===== config.mk =====
export PLATFORM = sky130hd
export DESIGN_NAME = data_sync
export DESIGN_NICKNAME = d
export VERILOG_FILES = /design/src/rtl/data_sync_pkg.sv /design/src/rtl/ff_sync.sv /design/src/rtl/data_sync.sv
export SDC_FILE = /design/constraint.sdc
export NUM_CORES = 1
export LEC_CHECK = 0
export BUFFER_PORTS_ARGS = -buffer_cell sky130_fd_sc_hd__buf_2
export CAP_MARGIN = 10
export CORE_UTILIZATION = 30
export CTS_CLUSTER_SIZE = 10
export DETAILED_ROUTE_END_ITERATION = 6
export GPL_TIMING_DRIVEN = 0
export HOLD_SLACK_MARGIN = 0.05
export SYNTH_ARGS = -nofsm -noshare
export SYNTH_HDL_FRONTEND = slang
export SYNTH_SLANG_ARGS = --single-unit

===== constraint.sdc =====
create_clock -name i_clk -period 1.31 [get_ports i_clk]
set_clock_uncertainty 0.2 [all_clocks]
set_input_delay 0.131 -clock i_clk [delete_from_list [all_inputs] [get_ports i_clk]]
set_output_delay 0.131 -clock i_clk [all_outputs]
set_load 0.05 [all_outputs]

===== src/rtl/data_sync_pkg.sv =====
// rtl/data_sync_pkg.sv - default parameters and helpers for the data_sync bus synchronizer
package data_sync_pkg;

    localparam int DATA_SYNC_STAGES  = 2;
    localparam int DATA_SYNC_WIDTH   = 8;
    localparam int DATA_SYNC_MIN_GAP = 4;

    // Gap counter must be able to hold min_gap itself (its saturation value).
    function automatic int gap_cnt_width(input int gap);
        return $clog2(gap + 1);
    endfunction

endpackage


===== src/rtl/ff_sync.sv =====
// rtl/ff_sync.sv - stages-deep single-bit synchronizer, async active-low reset to 0
module ff_sync #(
    parameter int stages = 2
) (
    input  logic i_clk,
    input  logic i_rst,
    input  logic i_d,
    output logic o_q
);

    logic [stages-1:0] chain;

    always_ff @(posedge i_clk or negedge i_rst) begin
        if (!i_rst) begin
            chain <= '0;
        end else begin
            chain <= {chain[stages-2:0], i_d};
        end
    end

    assign o_q = chain[stages-1];

endmodule


===== src/rtl/data_sync.sv =====
// rtl/data_sync.sv - enable-qualified bus synchronizer with pulse output; DATA_SYNC_OVERRUN_EN adds overrun flag
module data_sync
    import data_sync_pkg::*;
#(
    parameter int stages    = DATA_SYNC_STAGES,
    parameter int bus_width = DATA_SYNC_WIDTH,
    parameter int min_gap   = DATA_SYNC_MIN_GAP
) (
    input  logic                 i_clk,
    input  logic                 i_rst,
    input  logic [bus_width-1:0] i_unsync_bus,
    input  logic                 i_bus_enable,
    output logic [bus_width-1:0] o_sync_bus,
    output logic                 o_enable_pulse
`ifdef DATA_SYNC_OVERRUN_EN
    ,
    input  logic                 i_overrun_clr,
    output logic                 o_overrun
`endif
);

    logic en_s;
    logic en_d;
    logic rise;

    ff_sync #(
        .stages(stages)
    ) u_en_sync (
        .i_clk(i_clk),
        .i_rst(i_rst),
        .i_d  (i_bus_enable),
        .o_q  (en_s)
    );

    assign rise = en_s & ~en_d;

    // The bus is only sampled on rise, when the source holds it stable.
    always_ff @(posedge i_clk or negedge i_rst) begin
        if (!i_rst) begin
            en_d           <= 1'b0;
            o_sync_bus     <= '0;
            o_enable_pulse <= 1'b0;
        end else begin
            en_d           <= en_s;
            o_enable_pulse <= rise;
            if (rise) begin
                o_sync_bus <= i_unsync_bus;
            end
        end
    end

`ifdef DATA_SYNC_OVERRUN_EN
    localparam int cnt_w = gap_cnt_width(min_gap);
    localparam logic [cnt_w-1:0] gap_max = cnt_w'(min_gap);

    logic [cnt_w-1:0] gap_cnt;

    // Counter starts saturated so the first transfer after reset is never an overrun.
    always_ff @(posedge i_clk or negedge i_rst) begin
        if (!i_rst) begin
            gap_cnt   <= gap_max;
            o_overrun <= 1'b0;
        end else begin
            if (rise) begin
                gap_cnt <= '0;
            end else if (gap_cnt != gap_max) begin
                gap_cnt <= gap_cnt + 1'b1;
            end
            if (rise && (gap_cnt < gap_max)) begin
                o_overrun <= 1'b1;
            end else if (i_overrun_clr) begin
                o_overrun <= 1'b0;
            end
        end
    end
`endif

endmodule

==> metrics.txt <==
fraction of met1 tracks used by global routing=0.142; design internal power=between 600 and 700 uW; register area share after synthesis=0.661; count of pins on the block boundary=20; final-stage net count=between 60 and 70; remaining antenna violation count after routing=0; area taken by multi-input logic gates=134 um2; worst vdd rail ir drop=slightly above 0.0006 V; share of total power in sequential cells=0.458; Critical Path Source Type=register; number of global-route vias before repair=313; GR Overflow Total=0; worst-margin pin slew=about 0.27 ns; number of nets produced by synthesis=33; Max stage delay cell, worst path=sky130_fd_sc_hd__dfrtp_1; maximum single-stage delay on the critical path=0.40 ns; yosys warns=0; most common library cell in the layout ignoring fill and taps=sky130_fd_sc_hd__buf_2; global-route wire length before repair=1.30 mm; top achievable clock speed=0.773 GHz; remaining design rule violation count=0; power share of the combinational group=0.317; critical-path cell list=nor2b_4 -> buf_12 -> mux2_4; instance count of the mapped netlist=22; worst relative slew slack=0.822; NetSw=around 310 uW; Fill cells=119; reported leakage power=0.354 nW; Clock Path Buffers=2; average via count per standard cell=4.13; Non-Filler Cell Area, Final=698 um2; WL per Instance=roughly 11 um; Critical Path End Type=register; power density relative to cell area=1360 nW/um2; global-route met2 utilization=0.207; total of flip-flops plus latches after synthesis=12; drt initial violations=1; weighted congestion at the end of routability-driven global placement=0.629; number of buffers created by CTS=3; Total Routing Usage GR=0.128; met3 usage=0.0489; Cell variety after synth=4; shortest period the worst path allows=1.29 ns; xor/xnor share of the synthesized area=0; FF/Latch Area=300 um2; Total Power Consumption=947 uW; total wire length after detailed routing=roughly 800 um; Clock Pin Slew Worst Setup and Hold Paths=0.07 ns; RSZ-0062 raised after global routing=yes; Hold Violations, Final=0; Worst Path Arrival=1.24 ns; post-route non-filler standard cell count=70; Netlist Area Pre-Place=454 um2; path class of the lowest-slack min-delay path=in2async; number of vias in the routed layout=289; antenna cells=0; overall die height=40.9 um; fraction of final layout cells sized beyond drive strength 1=0.600; Compound-Gate Fraction of Synth Area=0; number of core rows=13; number of input and output port buffers inserted=19; Starting Density=0.336; post-route fraction of the period consumed by the critical path=0.987; core area=1350 um2; layout-stage area growth over the synthesis result=53.7%; most utilized layer in the global route result=met2; switching share of total power=0.329; number of maximum-capacitance constraint violations=0; width of the die=40.9 um; CP Data Required Time=1.26 ns; kind of critical path=reg2reg; Max H-tree Level=1; clock tree from TritonCTS=built; number of sinks handled by clock tree synthesis=12; run status=finished, final reports clean; maximum fanout along the worst path=9; antenna violations before repair=0; Post-Synth Adder-Cell Area=0; multiplexer share of the synthesized area=0.264; combinational family with the most area after synthesis=multiplexers; highest-count cells in the layout ignoring fill and taps=sky130_fd_sc_hd__buf_2 (19), sky130_fd_sc_hd__dfrtp_1 (12), sky130_fd_sc_hd__dlygate4sd3_1 (10), sky130_fd_sc_hd__mux2_4 (8), sky130_fd_sc_hd__clkbuf_4 (3); largest net degree at the start of global routing=13; Setup violations, final=0; clock latency on the worst-skew pair=between 0.2 and 0.3 ns; cell count after placement=56; drt first pass iters=2; dpl cell area=568 um2; clock network fraction of total power=0.225; floorplan die area=~1700 um2; Synth Area in Simple Gates=0.0303; final number of max-transition violations=0; root buffer cell=sky130_fd_sc_hd__clkbuf_4; Mean Syn Cell Area=20.6 um2
==> metal layers <==
| metal | vias to the layer above | wire, um |
|---|---|---|
| met5 | - | 0 |
| met4 | 0 | 0 |
| met3 | 0 | 71 |
| met2 | 17 | 365 |
| met1 | 131 | 367 |
| li1 | 141 | - |
==> stage by stage <==
stage               hold WS, ns  setup slack (ns)   util  TNS, ns
floorplan                -0.365            0.0672      -        0
global placement         -0.195            0.0477  0.421        0
detailed placement       -0.175            0.0230  0.421        0
CTS                      0.0761            0.0112  0.512        0
global route             0.0812          -0.00624  0.517  -0.0292
finish                   0.0694            0.0166  0.517        0
==> kinds of logic after synthesis <==
family        Yosys count
buf+inv                 1
flops                  12
mux                     8
simple gates            1
==> path summary, 6_finish.rpt <==
check	start	depth (start not counted)	slack (ns)	endpoint
setup / recovery	en_d	3	0.02	o_sync_bus[0]
max in group asynchronous	i_rst	2	0.63	o_sync_bus[1]
min in group i_clk	u_en_sync.chain[0]	0	0.16	u_en_sync.chain[1]
setup reg to reg	en_d	3	0.02	o_sync_bus[0]
hold / removal	i_rst	2	0.07	o_enable_pulse
hold reg to reg	u_en_sync.chain[0]	0	0.16	u_en_sync.chain[1]
==> cell usage after synthesis (all sizes together) <==
cell type  number  area, um2
buf             1       20.0
mux2            8        120
nor2b           1       13.8
dfrtp          12        300
==> layout make-up <==
type                       count  share of cell area
buffer                         1              0.0287
clock buffer                   3              0.0323
multi-input combinational      9               0.192
sequential                    12               0.430
tap                           15              0.0269
timing repair buffer          30               0.290
==> power by group through the flow <==
stage | Combinational, mW | Sequential (mW) | Clock [mW]
after floorplan | 0.0717 | 0.576 | 0
after CTS | 0.301 | 0.434 | 0.226
after global routing | 0.316 | 0.440 | 0.252
after global placement | 0.274 | 0.439 | 0
after detailed placement | 0.278 | 0.440 | 0
final | 0.300 | 0.434 | 0.213
==> flip-flops by register name, summed over array words and instances (netlist names) <==
name and flops:
u_en_sync.chain 2, o_sync_bus 8, o_enable_pulse 1, en_d 1
==> worst max-delay path: cells and delay by family, from the launching register on <==
family                 cells  cell delay (ns)
buffers and inverters      1             0.14
DFF                        1             0.40
muxes                      1             0.30
and+or+nand+nor            1             0.13
==> repair_timing <==
item	CTS	global route
setup endpoints to repair	0	7
hold endpoints to repair	21	0
resized for setup	0	0
buffers inserted	0	1
hold buffers	10	0
No activity file was read; power rests on OpenSTA's default activity.
